**config.mk**
```make
export PLATFORM = sky130hd
export DESIGN_NAME = logic_unit_pipe_flat
export DESIGN_NICKNAME = d
export VERILOG_FILES = /design/src/rtl/logic_unit_pipe_if.sv /design/src/rtl/logic_unit_pipe.sv /design/src/flat_wrapper.sv
export SDC_FILE = /design/constraint.sdc
export NUM_CORES = 1
export LEC_CHECK = 0
export CELL_PAD_IN_SITES_DETAIL_PLACEMENT = 1
export CELL_PAD_IN_SITES_GLOBAL_PLACEMENT = 1
export CORE_MARGIN = 8
export CORE_UTILIZATION = 25
export DETAILED_ROUTE_END_ITERATION = 10
export PLACE_DENSITY_LB_ADDON = 0.1
export SLEW_MARGIN = 20
export SYNTH_ARGS = -nofsm -noshare
export SYNTH_HDL_FRONTEND = slang
export SYNTH_SLANG_ARGS = --single-unit
```
**constraint.sdc**
```tcl
create_clock -name clk -period 2.8 [get_ports clk]
set_input_delay 0.56 -clock clk [delete_from_list [all_inputs] [get_ports clk]]
set_output_delay 0.56 -clock clk [all_outputs]
set_load 0.1 [all_outputs]
```
**src/rtl/logic_unit_pipe_if.sv**
```systemverilog
// Operand/result handshake bundle for logic_unit_pipe.
// Defining LU_FLAGS_EN adds the out_zero/out_neg result flags.
interface logic_unit_pipe_if #(
    parameter int N     = 32,
    parameter int TAG_W = 4
);
    logic             in_valid;
    logic             in_ready;
    logic [N-1:0]     in_a;
    logic [N-1:0]     in_b;
    logic [4:0]       in_op;
    logic [TAG_W-1:0] in_tag;
    logic             out_valid;
    logic             out_ready;
    logic [N-1:0]     out_c;
    logic [TAG_W-1:0] out_tag;
    logic             out_illegal;
`ifdef LU_FLAGS_EN
    logic             out_zero;
    logic             out_neg;
`endif

    modport slave (
        input  in_valid, in_a, in_b, in_op, in_tag, out_ready,
        output in_ready, out_valid, out_c, out_tag, out_illegal
`ifdef LU_FLAGS_EN
        , output out_zero, out_neg
`endif
    );

    modport master (
        output in_valid, in_a, in_b, in_op, in_tag, out_ready,
        input  in_ready, out_valid, out_c, out_tag, out_illegal
`ifdef LU_FLAGS_EN
        , input out_zero, out_neg
`endif
    );
endinterface

```
**src/rtl/logic_unit_pipe.sv**
```systemverilog
// Elastic pipelined VLIW logic unit: bitwise ops + NEG, slot tag, illegal flag, flush.
// Optional result flags (out_zero/out_neg) are enabled by defining LU_FLAGS_EN.
module logic_unit_pipe #(
    parameter int N      = 32,
    parameter int STAGES = 2,
    parameter int TAG_W  = 4
) (
    input  logic              clk,
    input  logic              rst,
    input  logic              flush,
    logic_unit_pipe_if.slave  bus
);
    localparam logic [4:0] OP_AND  = 5'b01010;
    localparam logic [4:0] OP_OR   = 5'b01011;
    localparam logic [4:0] OP_XOR  = 5'b01100;
    localparam logic [4:0] OP_NAND = 5'b01101;
    localparam logic [4:0] OP_NOR  = 5'b01110;
    localparam logic [4:0] OP_XNOR = 5'b01111;
    localparam logic [4:0] OP_NOT  = 5'b10000;
    localparam logic [4:0] OP_NEG  = 5'b10001;

    logic [N-1:0] comp_c;
    logic         comp_ill;

    always_comb begin
        comp_c   = '0;
        comp_ill = 1'b0;
        case (bus.in_op)
            OP_AND:  comp_c = bus.in_a & bus.in_b;
            OP_OR:   comp_c = bus.in_a | bus.in_b;
            OP_XOR:  comp_c = bus.in_a ^ bus.in_b;
            OP_NAND: comp_c = ~(bus.in_a & bus.in_b);
            OP_NOR:  comp_c = ~(bus.in_a | bus.in_b);
            OP_XNOR: comp_c = ~(bus.in_a ^ bus.in_b);
            OP_NOT:  comp_c = ~bus.in_a;
            OP_NEG:  comp_c = '0 - bus.in_a;
            default: comp_ill = 1'b1;
        endcase
    end

    logic [STAGES-1:0] valid_q, valid_d, load, src_v;
    logic [STAGES-1:0] ill_q, ill_d, src_ill;
    logic [N-1:0]      c_q     [STAGES];
    logic [N-1:0]      c_d     [STAGES];
    logic [N-1:0]      src_c   [STAGES];
    logic [TAG_W-1:0]  tag_q   [STAGES];
    logic [TAG_W-1:0]  tag_d   [STAGES];
    logic [TAG_W-1:0]  src_tag [STAGES];
`ifdef LU_FLAGS_EN
    logic [STAGES-1:0] zero_q, zero_d, src_zero;
    logic [STAGES-1:0] neg_q, neg_d, src_neg;
`endif

    // A stage may load when some stage at or after it is empty, or the output drains:
    // the whole valid run behind that hole shifts forward by one.
    generate
        for (genvar gi = 0; gi < STAGES; gi++) begin : g_stage
            assign load[gi] = bus.out_ready | ~(&valid_q[STAGES-1:gi]);
            if (gi == 0) begin : g_head
                assign src_v[gi]   = bus.in_valid;
                assign src_c[gi]   = comp_c;
                assign src_tag[gi] = bus.in_tag;
                assign src_ill[gi] = comp_ill;
`ifdef LU_FLAGS_EN
                assign src_zero[gi] = !comp_ill && (comp_c == '0);
                assign src_neg[gi]  = !comp_ill && comp_c[N-1];
`endif
            end else begin : g_body
                assign src_v[gi]   = valid_q[gi-1];
                assign src_c[gi]   = c_q[gi-1];
                assign src_tag[gi] = tag_q[gi-1];
                assign src_ill[gi] = ill_q[gi-1];
`ifdef LU_FLAGS_EN
                assign src_zero[gi] = zero_q[gi-1];
                assign src_neg[gi]  = neg_q[gi-1];
`endif
            end
        end
    endgenerate

    always_comb begin
        valid_d = valid_q;
        ill_d   = ill_q;
`ifdef LU_FLAGS_EN
        zero_d  = zero_q;
        neg_d   = neg_q;
`endif
        for (int k = 0; k < STAGES; k++) begin
            c_d[k]   = c_q[k];
            tag_d[k] = tag_q[k];
            if (load[k]) begin
                valid_d[k] = src_v[k];
                c_d[k]     = src_c[k];
                tag_d[k]   = src_tag[k];
                ill_d[k]   = src_ill[k];
`ifdef LU_FLAGS_EN
                zero_d[k]  = src_zero[k];
                neg_d[k]   = src_neg[k];
`endif
            end
            // Squash drops occupancy only; stale data is harmless behind a clear valid.
            if (flush) begin
                valid_d[k] = 1'b0;
            end
        end
    end

    always_ff @(posedge clk or posedge rst) begin
        if (rst) begin
            valid_q <= '0;
            ill_q   <= '0;
`ifdef LU_FLAGS_EN
            zero_q  <= '0;
            neg_q   <= '0;
`endif
            for (int k = 0; k < STAGES; k++) begin
                c_q[k]   <= '0;
                tag_q[k] <= '0;
            end
        end else begin
            valid_q <= valid_d;
            ill_q   <= ill_d;
`ifdef LU_FLAGS_EN
            zero_q  <= zero_d;
            neg_q   <= neg_d;
`endif
            for (int k = 0; k < STAGES; k++) begin
                c_q[k]   <= c_d[k];
                tag_q[k] <= tag_d[k];
            end
        end
    end

    assign bus.in_ready    = !flush && load[0];
    assign bus.out_valid   = valid_q[STAGES-1];
    assign bus.out_c       = c_q[STAGES-1];
    assign bus.out_tag     = tag_q[STAGES-1];
    assign bus.out_illegal = ill_q[STAGES-1];
`ifdef LU_FLAGS_EN
    assign bus.out_zero    = zero_q[STAGES-1];
    assign bus.out_neg     = neg_q[STAGES-1];
`endif
endmodule
```
**src/flat_wrapper.sv**
```systemverilog
// flat-port wrapper written by rule: the top's interface ports become plain ports
module logic_unit_pipe_flat 
#(
    parameter int N      = 32,
    parameter int STAGES = 2,
    parameter int TAG_W  = 4
)
  (clk, rst, flush, bus_in_valid, bus_in_a, bus_in_b, bus_in_op, bus_in_tag, bus_out_ready, bus_in_ready, bus_out_valid, bus_out_c, bus_out_tag, bus_out_illegal);
  logic_unit_pipe_if #(.N(N), .TAG_W(TAG_W)) bus_i ();
  input  logic clk;
  input  logic rst;
  input  logic flush;
  input wire logic [$bits(bus_i.in_valid)-1:0] bus_in_valid;
  input wire logic [$bits(bus_i.in_a)-1:0] bus_in_a;
  input wire logic [$bits(bus_i.in_b)-1:0] bus_in_b;
  input wire logic [$bits(bus_i.in_op)-1:0] bus_in_op;
  input wire logic [$bits(bus_i.in_tag)-1:0] bus_in_tag;
  input wire logic [$bits(bus_i.out_ready)-1:0] bus_out_ready;
  output wire logic [$bits(bus_i.in_ready)-1:0] bus_in_ready;
  output wire logic [$bits(bus_i.out_valid)-1:0] bus_out_valid;
  output wire logic [$bits(bus_i.out_c)-1:0] bus_out_c;
  output wire logic [$bits(bus_i.out_tag)-1:0] bus_out_tag;
  output wire logic [$bits(bus_i.out_illegal)-1:0] bus_out_illegal;
  assign bus_i.in_valid = bus_in_valid;
  assign bus_i.in_a = bus_in_a;
  assign bus_i.in_b = bus_in_b;
  assign bus_i.in_op = bus_in_op;
  assign bus_i.in_tag = bus_in_tag;
  assign bus_i.out_ready = bus_out_ready;
  assign bus_in_ready = bus_i.in_ready;
  assign bus_out_valid = bus_i.out_valid;
  assign bus_out_c = bus_i.out_c;
  assign bus_out_tag = bus_i.out_tag;
  assign bus_out_illegal = bus_i.out_illegal;
  logic_unit_pipe #(.N(N), .STAGES(STAGES), .TAG_W(TAG_W)) u_core (.clk(clk), .rst(rst), .flush(flush), .bus(bus_i));
endmodule
```
==> out/results.txt <==
Synth top area share - 0.2881
Run status - completed
DRT iter0 DRCs - 386
Setup WS pre-CTS - -0.07246 ns
Met1 WL - 13.36 mm
Endpoints failing hold - 0
Skew final - 0.01056 ns
Worst path depth - 9
Yosys warns - 0
Post-synthesis compound-gate area fraction - 0.2081
Fillcell total - 3,022
Worst min-delay path category - register to register
Largest net degree at the start of global routing - 45
Setup ws final - 0.2507 ns
Most frequent CP cell - buf_4
CTS Sinks - 76
Tightest Pin Transition - 0.5281 ns
Drt wl/cell - 22.52 microns
Chip height - 178.5 microns
Global-route wire length before repair - 42.91 mm
Setup bufs post-CTS - 0
CTS root buf - clkbuf_16
Post-route ant nets - 0
Placed standard-cell area - 0.008527 sq mm
Routed wire length - 28.06 mm
Minimum clock period - 2.549 ns
Most frequent cells in the layout - buf_4 (131), clkdlybuf4s50_1 (76), dfrtp_1 (76), inv_1 (67)
Endpoint type of the worst setup path - register
Adder-cell share of the synthesized area - 0.1232
Residual DRC - 0
FFs w/ async S/R, synth - 1.000
IO buf count - 116
Post-synth EDFFs - 0
TritonCTS clock tree - done
XOR/XNOR Fraction of Synth Area - 0.02786
Number of buffers and inverters on the critical path - 4
ANT cells - 0
I/O pins - 117
RSZ-0062 raised after global routing - no
CP Data Arrival Time - 2.82 ns
Syn_area_per_cell - 8.675 sq um
Most area-hungry cell type in the Yosys netlist - dfrtp_1
Final GP Congestion - 0.8248
Highest metal used - met4
Via Count - 6,533
Placed cell count - 1,230
Aggregate global routing overflow - 0
Relative slew slack - 0.6479
CP delay by family, top - buffers and inverters
Max H-tree Level - 3
Drt first pass iters - 4
Detailed Place HPWL - 21.85 mm
Initial antenna violation count - 0
Clock-pin slew on the worst setup and hold paths - 0.07 ns
Vias per cell - 5.243
Count of nets after finishing - 1,049
WHS - 0.4691 ns
P_leak - 3.973 nW
Clk_lat worst skew - 0.35 ns
Max-cap violation count - 0
Setup TNS - 0 ns
Final instance area - 0.008817 sq mm
Period utilization - 0.9105
Routed length on met2 - 13.34 mm
Worst Setup Path Type - input port to register
R2r worst-path depth - 6
Final Slew Violations - 0
Number of placement rows - 59
# setup viols final - 0
# resized after CTS - 0
Commonest non-fill, non-tap cell in the layout - buf_4
CTS buffer count - 9
Max FO, Critical Path - 10
Dominant synthesized flop cell - dfrtp_1
Slowest CP cell - clkdlybuf4s50_1
Die X - 178.5 microns
Sequential element share of the synthesized area - 0.2881
Post-Layout Cell Count - 1,246
Final core occ - 0.3393
Layout cells sized above 1 - 0.2349
Detail Route met3 WL - 1.098 mm
Post-synthesis register bit count - 76
Net Count, Synth - 904
Slowest stage delay, CP - 0.56 ns
Core area - 0.02598 sq mm
Synthesized area - 0.006601 sq mm
Cell Pwr Density - 377.5 mW/mm^2
Worst setup SP type - input port
Ranking of synthesized cells by area - dfrtp_1 (29%), ha_1 (12%), mux2_2 (6.5%)
Cell variety after synth - 66
Area growth from synthesis to layout - 33.57%
Starting Density - 0.2540
Total die area - 0.03186 sq mm
Main combinational cell family by area after synthesis - compound AO/OA/AOI/OAI gates
Total GRT Usage - 0.1768
Syn Inst Count - 761
Clock tree buffer depth - 2
Hold depth - 2
Max VDD drop - 0.0003003 V
Mux cell area share after synthesis - 0.06482
Vias in the first global route - 6,989
Simple-gate area share of the yosys netlist - 0.1799
FMAX - 392.3 MHz
Crit-path cells - clkdlybuf4s50_1 > buf_4 > nor4bb_4 > buf_4 > buf_4 > a22o_1 > a211oi_1 > o31a_1 > o21ai_1
Tot Pwr - 3.329 mW
Hold_buf cts - 0
CP required - 3.07 ns
power breakdown:
| part | switching (mW) | leakage [nW] | internal, mW |
|---|---|---|---|
| logic | 0.598 | 2.81 | 0.371 |
| clock network | 0.562 | 0.140 | 0.624 |
| registers | 0.0302 | 1.02 | 1.14 |
state kept, by name, summed over array words and instances, names as in the netlist:
signal	cells
u_core.bus.out_c	32
u_core.c_q	32
u_core.bus.out_tag	4
u_core.src_tag	4
u_core.ill_q	2
u_core.valid_q	2
Yosys cell counts, types with 17 or more instances:
cell type and instances:
ha_1 65, buf_2 18, o22ai_1 25, nor3_1 17
dfrtp_1 76, inv_1 68, nor2_1 38, mux2_2 38
o21ai_0 44, clkbuf_1 26, a21oi_1 23, nand2_1 65
a22oi_1 21, buf_4 32, xnor2_1 21
kinds of logic after synthesis:
kind of cell             count (synthesis)
AND/OR/NAND/NOR                        210
AO/OA/AOI/OAI                          199
buffers and inverters                  152
flip-flops                              76
adder cells (fa/ha/maj)                 65
multiplexers                            38
XOR/XNOR                                21
per-layer routing:
| metal | vias to the layer above | track usage |
|---|---|---|
| li1 | 3038 | - |
| met4 | 0 | 0.04306 |
| met2 | 158 | 0.2910 |
| met1 | 3322 | 0.2421 |
| met5 | - | 0 |
| met3 | 15 | 0.02075 |
worst paths after layout:
check	start	end	slack [ns]
hold reg to reg	u_core.c_q[32]$_DFFE_PP0P_	u_core.c_q[32]$_DFFE_PP0P_	0.47
setup / recovery	bus_in_op[4]	u_core.c_q[50]$_DFFE_PP0P_	0.25
setup reg to reg	u_core.valid_q[1]$_DFFE_PP0P_	u_core.c_q[59]$_DFFE_PP0P_	1.11
min in group asynchronous	rst	u_core.c_q[61]$_DFFE_PP0P_	0.49
max in group asynchronous	rst	u_core.bus.out_c[25]$_DFFE_PP0P_	1.71
hold / removal	u_core.c_q[32]$_DFFE_PP0P_	u_core.c_q[32]$_DFFE_PP0P_	0.47
cell type report:
type                    instances  area, sq um  area share
repair buffers                217         1929      0.2188
flip-flops and latches         76         1902      0.2157
multi-input cells             533         4016      0.4555
inverters                      69        260.3     0.02952
clock inverters                 7        65.06    0.007379
well taps                     335        419.2     0.04754
clock buffers                   9        225.2     0.02554
worst register-to-register path, cell delays in order (launching register included):
cell and delay, ns:
dfrtp_1 0.39, and3b_1 0.30, buf_12 0.22, nand2_1 0.14, o21ai_0 0.09, a211oi_1 0.31
a22oi_1 0.10
(Power assumes the default switching activity.)
